File: config.mk
export PLATFORM = sky130hd
export DESIGN_NAME = conv_cntrl_lb_seq
export DESIGN_NICKNAME = d
export VERILOG_FILES = /design/src/rtl/conv_pkg.sv /design/src/rtl/conv_cntrl_lb_seq.sv
export SDC_FILE = /design/constraint.sdc
export NUM_CORES = 1
export LEC_CHECK = 0
export ABC_AREA = 1
export CAP_MARGIN = 10
export CORE_UTILIZATION = 25
export CTS_BUF_LIST = sky130_fd_sc_hd__clkbuf_8
export DETAILED_ROUTE_END_ITERATION = 8
export GPL_ROUTABILITY_DRIVEN = 0
export PLACE_DENSITY_LB_ADDON = 0.05
export SLEW_MARGIN = 30
export SYNTH_ARGS = -nofsm -noshare
export SYNTH_HDL_FRONTEND = slang
export SYNTH_SLANG_ARGS = --single-unit
File: constraint.sdc
create_clock -name clk -period 2.57 [get_ports clk]
set_input_delay 0.257 -clock clk [delete_from_list [all_inputs] [get_ports clk]]
set_output_delay 0.257 -clock clk [all_outputs]
set_load 0.02 [all_outputs]
File: src/rtl/conv_pkg.sv
// Shared types and limits for the convolution front-end: pixel format, image bounds
// and the line-buffer sequencer state encoding.
package conv_pkg;

    localparam int PIXEL_W     = 8;
    localparam int IMAGE_MAX_W = 16;
    localparam int IMAGE_MAX_H = 16;

    typedef logic [PIXEL_W-1:0] pixel_t;

    typedef enum logic [1:0] {
        ST_IDLE   = 2'd0,
        ST_FIRST  = 2'd1,
        ST_STEADY = 2'd2
    } lb_state_t;

endpackage

File: src/rtl/conv_cntrl_lb_seq.sv
// Line-buffer sequencer: turns a framed pixel stream into push/pop controls, tracks
// pixel position and learns the line width from the first line of each frame.
module conv_cntrl_lb_seq
    import conv_pkg::*;
#(
    parameter int KERNEL_N = 3
) (
    input  logic                           clk,
    input  logic                           arst,
    input  logic                           s_vld_i,
    input  logic [PIXEL_W-1:0]             s_dat_i,
    input  logic                           s_sof_i,
    input  logic                           s_eol_i,
    output logic                           s_rdy_o,
    input  logic                           m_rdy_i,
    output logic                           push_o,
    output logic                           pop_o,
    output logic                           sof_o,
    output logic                           eol_o,
    output logic [PIXEL_W-1:0]             dat_o,
    output logic                           win_vld_o,
    output logic [$clog2(IMAGE_MAX_H)-1:0] row_o,
    output logic [$clog2(IMAGE_MAX_W)-1:0] col_o,
    output logic                           err_o
);

    localparam int ROW_W = $clog2(IMAGE_MAX_H);
    localparam int COL_W = $clog2(IMAGE_MAX_W);
    localparam logic [COL_W:0] ONE_W = (COL_W+1)'(1);

    lb_state_t        state, state_nxt;
    logic [ROW_W-1:0] pos_row, pos_row_nxt;
    logic [COL_W-1:0] pos_col, pos_col_nxt;
    logic [COL_W:0]   width, width_nxt;

    logic accept, line_last, col_at_max, row_at_max, in_window;

    logic             push_d, pop_d, sof_d, eol_d, win_d, err_d;
    pixel_t           dat_d;
    logic [ROW_W-1:0] row_d;
    logic [COL_W-1:0] col_d;

    assign s_rdy_o    = m_rdy_i;
    assign accept     = s_vld_i & m_rdy_i;
    assign line_last  = ({1'b0, pos_col} == (width - ONE_W));
    assign col_at_max = (pos_col == COL_W'(IMAGE_MAX_W-1));
    assign row_at_max = (pos_row == ROW_W'(IMAGE_MAX_H-1));
    assign in_window  = (pos_row >= ROW_W'(KERNEL_N-1)) && (pos_col >= COL_W'(KERNEL_N-1));

    // pos_row/pos_col always hold the position the next accepted beat will occupy
    always_ff @(posedge clk or posedge arst) begin
        if (arst) begin
            state   <= ST_IDLE;
            pos_row <= '0;
            pos_col <= '0;
            width   <= '0;
        end else begin
            state   <= state_nxt;
            pos_row <= pos_row_nxt;
            pos_col <= pos_col_nxt;
            width   <= width_nxt;
        end
    end

    always_comb begin
        state_nxt   = state;
        pos_row_nxt = pos_row;
        pos_col_nxt = pos_col;
        width_nxt   = width;
        if (accept) begin
            if (s_sof_i) begin
                if (s_eol_i) begin
                    state_nxt   = ST_STEADY;
                    width_nxt   = ONE_W;
                    pos_row_nxt = ROW_W'(1);
                    pos_col_nxt = '0;
                end else begin
                    state_nxt   = ST_FIRST;
                    pos_row_nxt = '0;
                    pos_col_nxt = COL_W'(1);
                end
            end else begin
                unique case (state)
                    ST_IDLE: ;
                    ST_FIRST: begin
                        if (s_eol_i) begin
                            state_nxt   = ST_STEADY;
                            width_nxt   = {1'b0, pos_col} + ONE_W;
                            pos_row_nxt = ROW_W'(1);
                            pos_col_nxt = '0;
                        end else if (col_at_max) begin
                            state_nxt = ST_IDLE;
                        end else begin
                            pos_col_nxt = pos_col + COL_W'(1);
                        end
                    end
                    ST_STEADY: begin
                        if (s_eol_i && line_last) begin
                            pos_col_nxt = '0;
                            pos_row_nxt = row_at_max ? pos_row : pos_row + ROW_W'(1);
                        end else if (s_eol_i || line_last) begin
                            state_nxt = ST_IDLE;
                        end else begin
                            pos_col_nxt = pos_col + COL_W'(1);
                        end
                    end
                    default: state_nxt = ST_IDLE;
                endcase
            end
        end
    end

    // A line-length disagreement in STEADY still closes the line with eol so the buffers stay aligned
    always_comb begin
        push_d = 1'b0;
        pop_d  = 1'b0;
        sof_d  = 1'b0;
        eol_d  = 1'b0;
        win_d  = 1'b0;
        err_d  = 1'b0;
        dat_d  = dat_o;
        row_d  = row_o;
        col_d  = col_o;
        if (accept) begin
            if (s_sof_i) begin
                push_d = 1'b1;
                sof_d  = 1'b1;
                eol_d  = s_eol_i;
                err_d  = (state != ST_IDLE) && (pos_col != '0);
                dat_d  = s_dat_i;
                row_d  = '0;
                col_d  = '0;
            end else if (state == ST_FIRST) begin
                push_d = 1'b1;
                eol_d  = s_eol_i;
                err_d  = !s_eol_i && col_at_max;
                dat_d  = s_dat_i;
                row_d  = pos_row;
                col_d  = pos_col;
            end else if (state == ST_STEADY) begin
                push_d = 1'b1;
                pop_d  = 1'b1;
                win_d  = in_window;
                eol_d  = s_eol_i | line_last;
                err_d  = s_eol_i ^ line_last;
                dat_d  = s_dat_i;
                row_d  = pos_row;
                col_d  = pos_col;
            end
        end
    end

    always_ff @(posedge clk or posedge arst) begin
        if (arst) begin
            push_o    <= 1'b0;
            pop_o     <= 1'b0;
            sof_o     <= 1'b0;
            eol_o     <= 1'b0;
            win_vld_o <= 1'b0;
            err_o     <= 1'b0;
            dat_o     <= '0;
            row_o     <= '0;
            col_o     <= '0;
        end else begin
            push_o    <= push_d;
            pop_o     <= pop_d;
            sof_o     <= sof_d;
            eol_o     <= eol_d;
            win_vld_o <= win_d;
            err_o     <= err_d;
            dat_o     <= dat_d;
            row_o     <= row_d;
            col_o     <= col_d;
        end
    end

endmodule

* Word level (Yosys, flattened, before mapping)
Index checks and enable logic that the tools add are counted.
** Operators by class
- Add/sub/neg operators :: 4
- Magnitude comparators :: 2
- Eq/ne operators :: 14
- Mux-type cells :: 54
- Bitwise operators :: 3
- Reductions and logical operators :: 16
** Operators with widths (count)
- $mux 4 :: 15
- $mux 8 :: 3
- $mux 1 :: 23
- $mux 5 :: 4
- $pmux 4 s2 :: 2
- $ne 3x3->1 const B :: 5
- $mux 2 :: 6
- $ne 4x4->1 const B :: 3
- $reduce_and 5->1 :: 2
- $add 4x1->4 const B :: 2
- $eq 4x4->1 const B :: 2
- $ge 4x2->1 const B :: 2
- $pmux 2 s3 :: 1
- $add 4x1->5 const B :: 1
- $eq 4x5->1 :: 1
- $sub 5x1->5 const B :: 1
- $logic_and 1x1->1 :: 4
- $reduce_and 4->1 :: 1
- $reduce_bool 2->1 :: 2
- $reduce_bool 4->1 :: 1
- $reduce_and 3->1 :: 1
- $reduce_bool 3->1 :: 1
- $eq 2x1->1 const B :: 1
- $eq 2x2->1 const B :: 1
- other kinds (8) :: 8
** Storage, ports and cells
- Register bits :: 37
- Input bits :: 14
- Output and inout bits :: 23
- Logic and storage cells :: 106

* Longest topological paths before layout
Gate-level depths: netlist of run 1.
- Word-level depth :: 7
- Gate-level depth with buffers :: 15
- Mapped depth without buffers :: 15

* Worst setup path before layout of run 1
No wires, ideal clock.
- Path kind :: reg-to-reg
- From :: register width[0]
- To :: register state[1]
- Setup time :: 117 ps
- Data arrival time :: 1821 ps
- Data required time :: 2453 ps
- Slack :: 632 ps
- Cell stages (with the launch flop) :: 15
- Buffers on the path :: 0
- Period minus slack after synthesis :: 1938 ps
- Path through :: dfrtp_1 inv_1 ha_1 xnor2_1 nor2_1 nand3_1 inv_1 nand2_1 ha_1 nor2_1 inv_1 a21oi_2 nand2_1 nand2_1 nand2_1
** Between the ends
- Longest elaborated chain between the ends :: 5
- Elaborated cells between the ends (all ways) :: 7
- Classes of those cells :: add/sub (1); eq/ne (3); reduce/logical (3)
** Ends and longest elaborated chain
- start, declared :: line conv_cntrl_lb_seq.sv:34 : logic [COL_W:0] width, width_nxt;
- start signal, assigned :: line conv_cntrl_lb_seq.sv:61 : width <= width_nxt;
- $sub 5x1->5 (*) :: line conv_cntrl_lb_seq.sv:45 : assign line_last = ({1'b0, pos_col} == (width - ONE_W));
- $eq 4x5->1 (*) :: line conv_cntrl_lb_seq.sv:45
- $logic_or 1x1->1 or $logic_and 1x1->1 (tied branches) :: line conv_cntrl_lb_seq.sv:101, conv_cntrl_lb_seq.sv:98
- $ne 3x3->1 (no source line)
- $reduce_and 5->1 (no source line) (*)
- end signal, assigned :: line conv_cntrl_lb_seq.sv:58 : state <= state_nxt;
- end, declared :: line conv_cntrl_lb_seq.sv:31 : lb_state_t state, state_nxt;
Every way passes the cells marked *; elsewhere a longest branch is shown, timed or not.
A chain may end at the register's enable or synchronous reset.

* Final worst setup path of run 1
- From :: register width[0]
- To :: register state[0]
The elaborated chain is that of the path after synthesis.

==> flow_summary_export.csv, run 1 <==
group,metric,value,unit
worst_setup_path,ff2ff_path_depth,14,
clock_tree,clk_latency,290,ps
sta,fmax,0.474,GHz
route,dr.first_iter.drc_count,47,
power,pwr-share-comb,40.7,%
sta,timing.final.crit_share,82.0,%
sta,rsz0062_at_grt,"false",
floorplanning,rows,33,
run,max_cap_violations,0,
route,drc,0,
worst_setup_path,startpoint,"width[0]",
route,top_layer,"met4",
global_route,gr-total-overflow,0,
clock_tree,clock-sinks,37,
worst_setup_path,crit_fanout,4,
sta,finalSetupViolCount,0,
worst_setup_path,worst_r2r_startpoint,"width[0]",
yosys,ys_ff_latch,37,
clock_tree,numCtsBuffers,5,
yosys,ys_async_sr_fraction,100,%
floorplanning,dieArea,8850,µm²
route,first_pass_iters,4,
sta,holdWs,364,ps
sta,fin_worst_skew,6.55,ps
sta,fin_setup_tns,0,ps
global_route,antenna_found_initial,0,
status,status,"finished, final reports clean",
layout,n_antenna_cell,0,
sta,relSlewSlack,67.7,%
place,dp_slack,443,ps
place,io_buffers,36,
floorplanning,die_y,94.1,µm
worst_setup_path,crit_family,"simple AND/OR/NAND/NOR gates",
worst_setup_path,cp_common_cell,"nand2_1",
yosys,ys_seq_area_share,43.7,%
clock_tree,clock-root-buffer,"clkbuf_8",
yosys,synth_commonest_cells,"nand2_1, dfrtp_1, inv_1",
yosys,syn_nets,285,
clock_tree,cts_hold_buf,0,
power,seq_power_share,39.0,%
yosys,synth_top_area_cell,"dfrtp_1",
layout,nets,325,
worst_setup_path,worstPathCellList,"inv_1 -> ha_1 -> xnor2_1 -> nor2_1 -> nand3_1 -> inv_1 -> nand2_1 -> ha_1 -> nor2_1 -> inv_1 -> a21oi_2 -> nand2_1 -> nand2_1 -> nand2_1",
worst_setup_path,startpoint_type,"flop",
floorplanning,fp.dieW,94.1,µm
power,power.density,775,nW/µm²
worst_setup_path,ff2ff_setup_slack,460,ps
power,leakage,1.28,nW
sta,hold_viol,0,
place,hpwlAfterDp,3790,µm
clock_tree,cts_max_path_buffers,2,
layout,areaGrowthSynthToFinish,25.7,%
route,vias_per_cell,4.18,
layout,fill_cells,894,
route,wl_met3,166,µm
clock_tree,postCtsSetupRepairBufs,0,
floorplanning,design.core.area,8220,µm²
route,postRouteAntennaNets,0,
power,p_int,1.25,mW
yosys,synth.most_common_cell,"nand2_1",
yosys,yosys_warnings,0,
sta,report.final.slew_viol_count,0,
route,wire_per_inst,12.6,µm
worst_setup_path,cp.arrival,2290,ps
worst_setup_path,cp-end-kind,"flop",
clock_tree,clkTransAtPathRegs,80,ps
global_route,grt_pass1_vias,1730,
clock_tree,htreeDepth,2,
clock_tree,cts_tree,"done",
clock_tree,cts.repair.resized,0,
power,switching_share,39.5,%
sta,worst_pin_slew,484,ps
global_route,track_usage,13.0,%
worst_setup_path,crit_type,"flop to flop",
power,p_clk_share,20.3,%
sta,final.min_clock_period,2110,ps
floorplanning,ioPinCount,37,
yosys,syn_area,2120,µm²
worst_setup_path,cp.required,2750,ps
worst_setup_path,critPathSlowestCell,"dfrtp_1",
floorplanning,start_util,25.8,%
route,routed_wl,5090,µm
power,total_power,2.06,mW
global_route,grt_start_max_net_pins,38,
yosys,syn_avg_cell_area,8.18,µm²
global_route,grt_pass1_wl,8730,µm
worst_setup_path,reg2reg_to,"state[0]",
yosys,yosysUniqueCellTypes,29,
power,p_switching,0.816,mW
yosys,synth-edff-count,0,
worst_setup_path,crit_path_max_incr_delay,400,ps
layout,drive_above_1_share,13.7,%
sta,worst_slack,462,ps
hold_path,hold_path_class,"primary input to async pin",
yosys,synth.area.top_cells,"dfrtp_1, nand2_1, ha_1",
yosys,netlist.area_leader.share,43.7,%
worst_setup_path,cp_num_buf_inv,3,
route,dr_total_vias,1693,
yosys,synthCells,259,
power,ir_worst_vdd,0.000208,V
route,wl_met1,2460,µm
yosys,ys.flop_type,"dfrtp_1",
route,wl_met2,2380,µm
[cells by family after synthesis]
family | share of synthesized area (%)
adders and majority gates | 7.09
and+or+nand+nor | 31.7
AOI/OAI and AO/OA | 7.74
xor gates and xnor gates | 1.65
buffers and inverters | 8.15
DFF | 43.7
[worst max-delay path by stage]
stage                           to  slack (ps)  cells after the start
after floorplan           state[1]         630                     14
after global placement    state[1]         430                     14
after detailed placement  state[1]         440                     14
after CTS                 state[1]         420                     14
after global routing      state[0]         210                     15
final                     state[0]         460                     14
[layout by cell type (no fill, tap or decap), types with 4 or more instances in the layout]
master	synthesis	final
dfrtp_1	37	37
buf_4	3	4
nor2_1	18	18
inv_1	22	22
nand3_2	4	4
clkdlybuf4s50_1	0	36
clkbuf_8	0	5
o21ai_0	6	6
nand3_1	16	16
nand2_1	88	88
ha_1	12	12
inv_2	6	6
o21ai_1	8	8
xnor2_1	4	4
nor2_2	4	4
[power groups by stage]
stage / sequential [mW] / clock (mW) / combinational, mW
after CTS: 0.806 / 0.451 / 0.858
after global routing: 0.822 / 0.477 / 0.957
after global placement: 0.819 / 0 / 0.855
final: 0.804 / 0.420 / 0.839
after detailed placement: 0.816 / 0 / 0.855
after floorplan: 0.878 / 0 / 0.501
[worst reg2reg max path, stage by stage (launching register included)]
cell and delay [ps]:
dfrtp_1 400, inv_1 80, ha_1 300, xnor2_1 130
nor2_1 110, nand3_1 100, inv_1 60, nand2_1 50
ha_1 190, nor2_1 160, inv_1 70, a21oi_2 170
nand2_1 90, nand2_1 60, nand2_1 50
[area by class of cell]
class                   count  area [µm²]  share of cell area [%]
clock buffers               5        68.8                    2.58
flip-flops and latches     37         926                    34.8
well taps                 105         131                    4.93
inverters                  28         105                    3.95
clock inverters             3        21.3                   0.799
multi-input cells         187        1020                    38.3
repair buffers             40         390                    14.7
[per-stage QoR]
step / std cells / utilization (%) / area (µm²)
6_report: 405 / 32.4 / 2660
5_1_grt: 405 / 32.4 / 2660
4_1_cts: 405 / 32.4 / 2660
3_5_place_dp: 397 / 31.3 / 2570
3_3_place_gp: 397 / 31.3 / 2570
2_1_floorplan: 259 / - / 2120
[sequential cells by signal, summed over array words and instances (netlist names)]
signal	cells
eol_o	1
pos_col	4
col_o	4
state	2
row_o	4
width	5
pos_row	4
sof_o	1
err_o	1
win_vld_o	1
pop_o	1
dat_o	8
push_o	1
[layer usage]
| layer | up-vias | track usage [%] |
|---|---|---|
| met5 | - | 0 |
| met4 | 0 | 4.23 |
| met3 | 6 | 3.24 |
| met2 | 28 | 21.9 |
| met1 | 759 | 16.2 |
| li1 | 900 | - |
(Power assumes the default switching activity.)
==> run 2, diff against run 1 <==
==> constraint.sdc (replaced) <==
create_clock -name clk -period 2.12 [get_ports clk]
set_input_delay 0.212 -clock clk [delete_from_list [all_inputs] [get_ports clk]]
set_output_delay 0.212 -clock clk [all_outputs]
set_load 0.02 [all_outputs]
==> run 2 against run 1 <==
Against the previous run: sequential power increased by 20%; sequential cell count unchanged; sequential share of layout area down 1.2 points; combinational power grew 37%; critical path depth shrank 1; setup slack worse by 300 ps; critical path type unchanged; register-to-register slack worse by 300 ps; critical endpoint is now pos_col[1]; hold slack got worse by 32 ps; final area grew 3.6%; first-iteration DRC count is 11% higher; clock skew fell by 0.86 ps; utilization rose by 1.2 points; highest routed layer unchanged.
==> flow_summary_export.csv, run 2 (synthesis gave the netlist of run 1 again) <==
group,metric,value,unit
power,p_switching,1.03,mW
status,status,"finished, final reports clean",
worst_setup_path,ff2ff_path_depth,13,
sta,final.min_clock_period,1950,ps
sta,finalSetupViolCount,0,
worst_setup_path,reg2reg_to,"pos_col[1]",
worst_setup_path,cp-end-kind,"flop",
worst_setup_path,worst_r2r_startpoint,"width[0]",
clock_tree,clock-sinks,37,
global_route,grt_pass1_vias,1713,
place,io_buffers,36,
layout,largest_reg_flops,8,
sta,report.final.slew_viol_count,0,
floorplanning,rows,33,
power,p_int,1.59,mW
power,switching_share,39.4,%
global_route,grt_pass1_wl,8770,µm
global_route,track_usage,13.0,%
floorplanning,dieArea,8850,µm²
layout,layout.cells.most_common_list,"nand2_1, dfrtp_1, clkdlybuf4s50_1",
layout,nets,331,
clock_tree,numCtsBuffers,5,
sta,hold_viol,0,
place,dp_cells,401,
sta,worst_pin_slew,474,ps
clock_tree,cts_tree,"done",
route,first_pass_iters,4,
route,dr.first_iter.drc_count,52,
clock_tree,clkTransAtPathRegs,80,ps
worst_setup_path,cp.arrival,2180,ps
floorplanning,die_y,94.1,µm
clock_tree,cts_max_path_buffers,2,
route,drc,0,
clock_tree,clock-root-buffer,"clkbuf_8",
route,wire_per_inst,12.8,µm
layout,instances_no_fill,411,
sta,timing.final.crit_share,92.2,%
place,hpwlAfterDp,3930,µm
global_route,antenna_found_initial,0,
floorplanning,ioPinCount,37,
layout,reg_top3,"dat_o (8), width (5)",
layout,n_antenna_cell,0,
power,p_clk_share,19.5,%
power,power.density,950,nW/µm²
floorplanning,start_util,25.8,%
hold_path,hold_path_class,"primary input to async pin",
power,pwr-share-comb,43.7,%
worst_setup_path,ff2ff_setup_slack,170,ps
global_route,gr-total-overflow,0,
route,postRouteAntennaNets,0,
floorplanning,fp.dieW,94.1,µm
worst_setup_path,crit_fanout,6,
sta,fmax,0.512,GHz
clock_tree,clk_latency,290,ps
place,place_area,2600,µm²
layout,fin_area,2760,µm²
layout,largest-register,"dat_o",
floorplanning,design.core.area,8220,µm²
sta,fin_setup_tns,0,ps
sta,relSlewSlack,68.4,%
power,leakage,1.32,nW
route,dr_total_vias,1752,
layout,areaGrowthSynthToFinish,30.2,%
sta,rsz0062_at_grt,"false",
layout,mostFrequentLayoutCell,"nand2_1",
route,routed_wl,5260,µm
worst_setup_path,startpoint_type,"flop",
run,max_cap_violations,0,
worst_setup_path,cp.required,2340,ps
route,vias_per_cell,4.26,
worst_setup_path,crit_type,"flop to flop",
global_route,grt_start_max_net_pins,38,
clock_tree,htreeDepth,2,
sta,fin_worst_skew,5.69,ps
power,seq_power_share,36.8,%
power,ir_worst_vdd,0.000264,V
layout,drive_above_1_share,18.3,%
[run 2: cell count changes in the layout (fill, tap and decap cells not counted), sizes merged]
cell,previous run,this run
buf,4,10
clkinv,1,3
clkinvlp,1,0
inv,29,28
[run 2: area by class of cell]
cell class	instances	area, µm²
clock inverters	3	22.5
repair buffers	46	435
multi-input cells	187	1070
clock buffers	5	68.8
flip-flops and latches	37	926
well taps	105	131
fillers	894	5460
inverters	28	105
[run 2: per-layer routing]
layer  global-route usage [%]  up-vias  routed length (µm)
met5                        0        -                   0
met4                     3.08        0                  28
met3                     2.67        2                 166
met2                     21.6       29                2530
met1                     17.3      808                2540
li1                         -      913                   -
[run 2: power groups by stage]
| stage | registers [mW] | logic, mW | clock network (mW) |
|---|---|---|---|
| after detailed placement | 0.976 | 1.07 | 0 |
| final | 0.965 | 1.15 | 0.510 |
| after global routing | 0.987 | 1.30 | 0.567 |
| after floorplan | 1.06 | 0.607 | 0 |
| after CTS | 0.964 | 1.08 | 0.547 |
| after global placement | 0.977 | 1.08 | 0 |
[run 2: timing repair]
item,in CTS,in global routing
buffers inserted,0,2
hold buffers,0,0
setup endpoints to repair,0,11
gates resized for setup,0,13
[run 2: worst max path at each step]
stage | depth (start not counted) | slack [ps] | to | start
after floorplan | 14 | 180 | state[1] | width[0]
after global placement | 14 | 60 | state[1] | width[1]
after detailed placement | 14 | 60 | state[1] | width[1]
after CTS | 14 | 50 | state[1] | width[1]
after global routing | 13 | 20 | pos_col[1] | width[0]
final | 13 | 170 | pos_col[1] | width[0]
[run 2: stage by stage]
step	total power, mW	hold slack, ps	util (%)	setup slack (ps)
after floorplan	1.67	322	-	182
after global placement	2.05	464	31.7	64.8
after detailed placement	2.05	469	31.7	59.8
after CTS	2.59	351	32.8	45.8
final	2.62	332	33.6	166
after global routing	2.85	368	33.6	21.2
[run 2: critical path, stage by stage (launching register included)]
cell and delay (ps):
dfrtp_1 380, inv_1 120, ha_4 220, xnor2_1 120, nor2_1 80, nand3_1 90
nor2_1 110, ha_2 240, nor2_4 60, nand2_2 70, nand3_2 80, nor2_4 180
nand2_1 70, o21ai_1 70
==> run 3, diff against run 2 <==
--- a/config.mk
+++ b/config.mk
@@ -6,10 +6,11 @@
 export NUM_CORES = 1
 export LEC_CHECK = 0
 export ABC_AREA = 1
-export CAP_MARGIN = 10
+export CAP_MARGIN = 25
 export CORE_UTILIZATION = 25
 export CTS_BUF_LIST = sky130_fd_sc_hd__clkbuf_8
 export DETAILED_ROUTE_END_ITERATION = 8
+export DONT_BUFFER_PORTS = 1
 export GPL_ROUTABILITY_DRIVEN = 0
 export PLACE_DENSITY_LB_ADDON = 0.05
 export SLEW_MARGIN = 30
==> run 3 against run 2 <==
Against the previous run: non-clock buffer count is 32 lower; final cell count decreased by 7.8%; clock skew up 2.7 ps; register-to-register slack got worse by 50 ps; sequential cell count unchanged; utilization is 3.7 points lower; setup slack got worse by 52 ps; maximum frequency fell by 2.6%; clock-buffer cell count is 1 higher; combinational power decreased by 22%; critical path type unchanged; largest cell class unchanged; largest power group is now registers; highest routed layer unchanged.
==> flow_summary_export.csv, run 3 (synthesis gave the netlist of run 1 again) <==
group,metric,value,unit
status,status,"finished, final reports clean",
sta,rsz0062_at_grt,"true",
layout,final_util,29.9,%
worst_setup_path,critPathSlowestCell,"dfrtp_1",
global_route,grt_start_max_net_pins,38,
layout,largest-register,"dat_o",
worst_setup_path,worst_r2r_startpoint,"width[1]",
global_route,antenna_found_initial,0,
power,power.density,1030,nW/µm²
floorplanning,die_y,94.1,µm
worst_setup_path,cp.required,2360,ps
route,vias_per_cell,4.36,
hold_path,hold_path_class,"primary input to flop",
power,switching_share,40.9,%
global_route,grt_pass1_vias,1707,
sta,relSlewSlack,66.5,%
floorplanning,design.core.area,8220,µm²
layout,n_antenna_cell,0,
clock_tree,clkTransAtPathRegs,80,ps
clock_tree,numCtsBuffers,5,
layout,areaGrowthSynthToFinish,15.9,%
worst_setup_path,startpoint_type,"flop",
worst_setup_path,crit_path_max_incr_delay,420,ps
route,first_pass_iters,4,
hold_path,min_path_cells,1,
place,io_buffers,0,
sta,report.final.slew_viol_count,0,
power,p_clk_share,21.6,%
layout,largest_reg_flops,8,
layout,fin_area,2450,µm²
place,place_area,2230,µm²
route,dr_total_vias,1653,
global_route,track_usage,13.4,%
sta,holdWs,8.03,ps
power,p_switching,1.03,mW
layout,reg_top3,"dat_o (8), width (5)",
clock_tree,htreeDepth,2,
worst_setup_path,reg2reg_to,"pos_col[2]",
route,drc,0,
sta,timing.final.crit_share,94.7,%
sta,fin_worst_skew,8.42,ps
clock_tree,clock-root-buffer,"clkbuf_8",
worst_setup_path,ff2ff_setup_slack,110,ps
clock_tree,clk_latency,300,ps
clock_tree,clock-sinks,37,
sta,worst_pin_slew,503,ps
clock_tree,cts_tree,"done",
worst_setup_path,cp.arrival,2250,ps
power,seq_power_share,43.0,%
power,leakage,1.21,nW
hold_path,worstHoldStart,"s_sof_i",
route,postRouteAntennaNets,0,
worst_setup_path,cp-end-kind,"flop",
sta,hold_viol,0,
clock_tree,cts_max_path_buffers,2,
route,dr.first_iter.drc_count,42,
sta,fin_setup_tns,0,ps
floorplanning,ioPinCount,37,
sta,fmax,0.498,GHz
global_route,grt_pass1_wl,8780,µm
power,ir_worst_vdd,0.000282,V
worst_setup_path,ff2ff_path_depth,13,
layout,layout.cells.most_common_list,"nand2_1, dfrtp_1, inv_1",
power,p_int,1.49,mW
layout,mostFrequentLayoutCell,"nand2_1",
power,pwr-share-comb,35.4,%
worst_setup_path,crit_type,"flop to flop",
floorplanning,dieArea,8850,µm²
floorplanning,fp.dieW,94.1,µm
layout,nets,299,
run,max_cap_violations,0,
worst_setup_path,worstPathCellList,"inv_2 -> ha_4 -> xnor2_1 -> nor2_1 -> nand3_1 -> nor2_1 -> ha_2 -> nor2_4 -> nand2_2 -> nand3_2 -> nor2_4 -> nand3_2 -> nand2_2",
route,routed_wl,5360,µm
route,wire_per_inst,14.2,µm
floorplanning,start_util,25.8,%
sta,final.min_clock_period,2010,ps
global_route,gr-total-overflow,0,
layout,drive_above_1_share,23.4,%
worst_setup_path,crit_fanout,6,
hold_path,holdPathEnd,"width[4]",
place,hpwlAfterDp,3810,µm
floorplanning,rows,33,
sta,finalSetupViolCount,0,
run 3: area by class of cell:
cell class | count | area, µm²
Timing Repair Buffer | 14 | 110
Inverter | 28 | 105
Fill cell | 885 | 5760
Sequential cell | 37 | 926
Tap cell | 105 | 131
Multi-Input combinational cell | 187 | 1090
Clock inverter | 2 | 13.8
Clock buffer | 6 | 82.6
run 3: worst max path at each step:
stage | startpoint | end | cells after the start
finish | width[1] | pos_col[2] | 13
global route | width[1] | pos_col[2] | 13
CTS | width[1] | state[0] | 15
detailed placement | width[1] | state[0] | 15
global placement | width[1] | state[1] | 14
floorplan | width[0] | state[1] | 14
run 3: power by group through the flow:
stage,logic [mW],clock network (mW),registers [mW]
after floorplan,0.607,0,1.06
after global placement,0.785,0,1.10
after detailed placement,0.777,0,1.09
after CTS,0.790,0.567,1.08
after global routing,1.01,0.599,1.11
final,0.892,0.544,1.09
run 3: metal layers:
layer / wire length [µm] / vias up / share of wire, % / global-route usage [%]
met3: 209 / 5 / 3.9 / 3.72
met4: 76 / 0 / 1.4 / 4.36
li1: - / 847 / - / -
met1: 2580 / 776 / 48 / 16.4
met2: 2500 / 25 / 47 / 22.7
met5: 0 / - / 0 / 0
run 3: metrics by stage:
step	total power, mW	setup slack, ps	instances
floorplan	1.67	182	259
global placement	1.88	46.0	364
detailed placement	1.87	28.1	364
CTS	2.44	11.4	374
global route	2.72	-15.7	379
finish	2.52	113	379
run 3: worst max-delay path, delay by kind of cell, from the launching register on:
| kind | cells | cell delay (ps) |
|---|---|---|
| buf+inv | 1 | 90 |
| fa+ha+maj | 2 | 420 |
| xor+xnor | 1 | 120 |
| flops | 1 | 420 |
| simple gates | 9 | 910 |
run 3: timing repair:
action,4_1_cts,5_1_grt
setup buffers,0,5
hold endpoints to repair,41,0
gates resized for setup,0,18
endpoints found under the setup margin,0,7
hold buffers,2,0
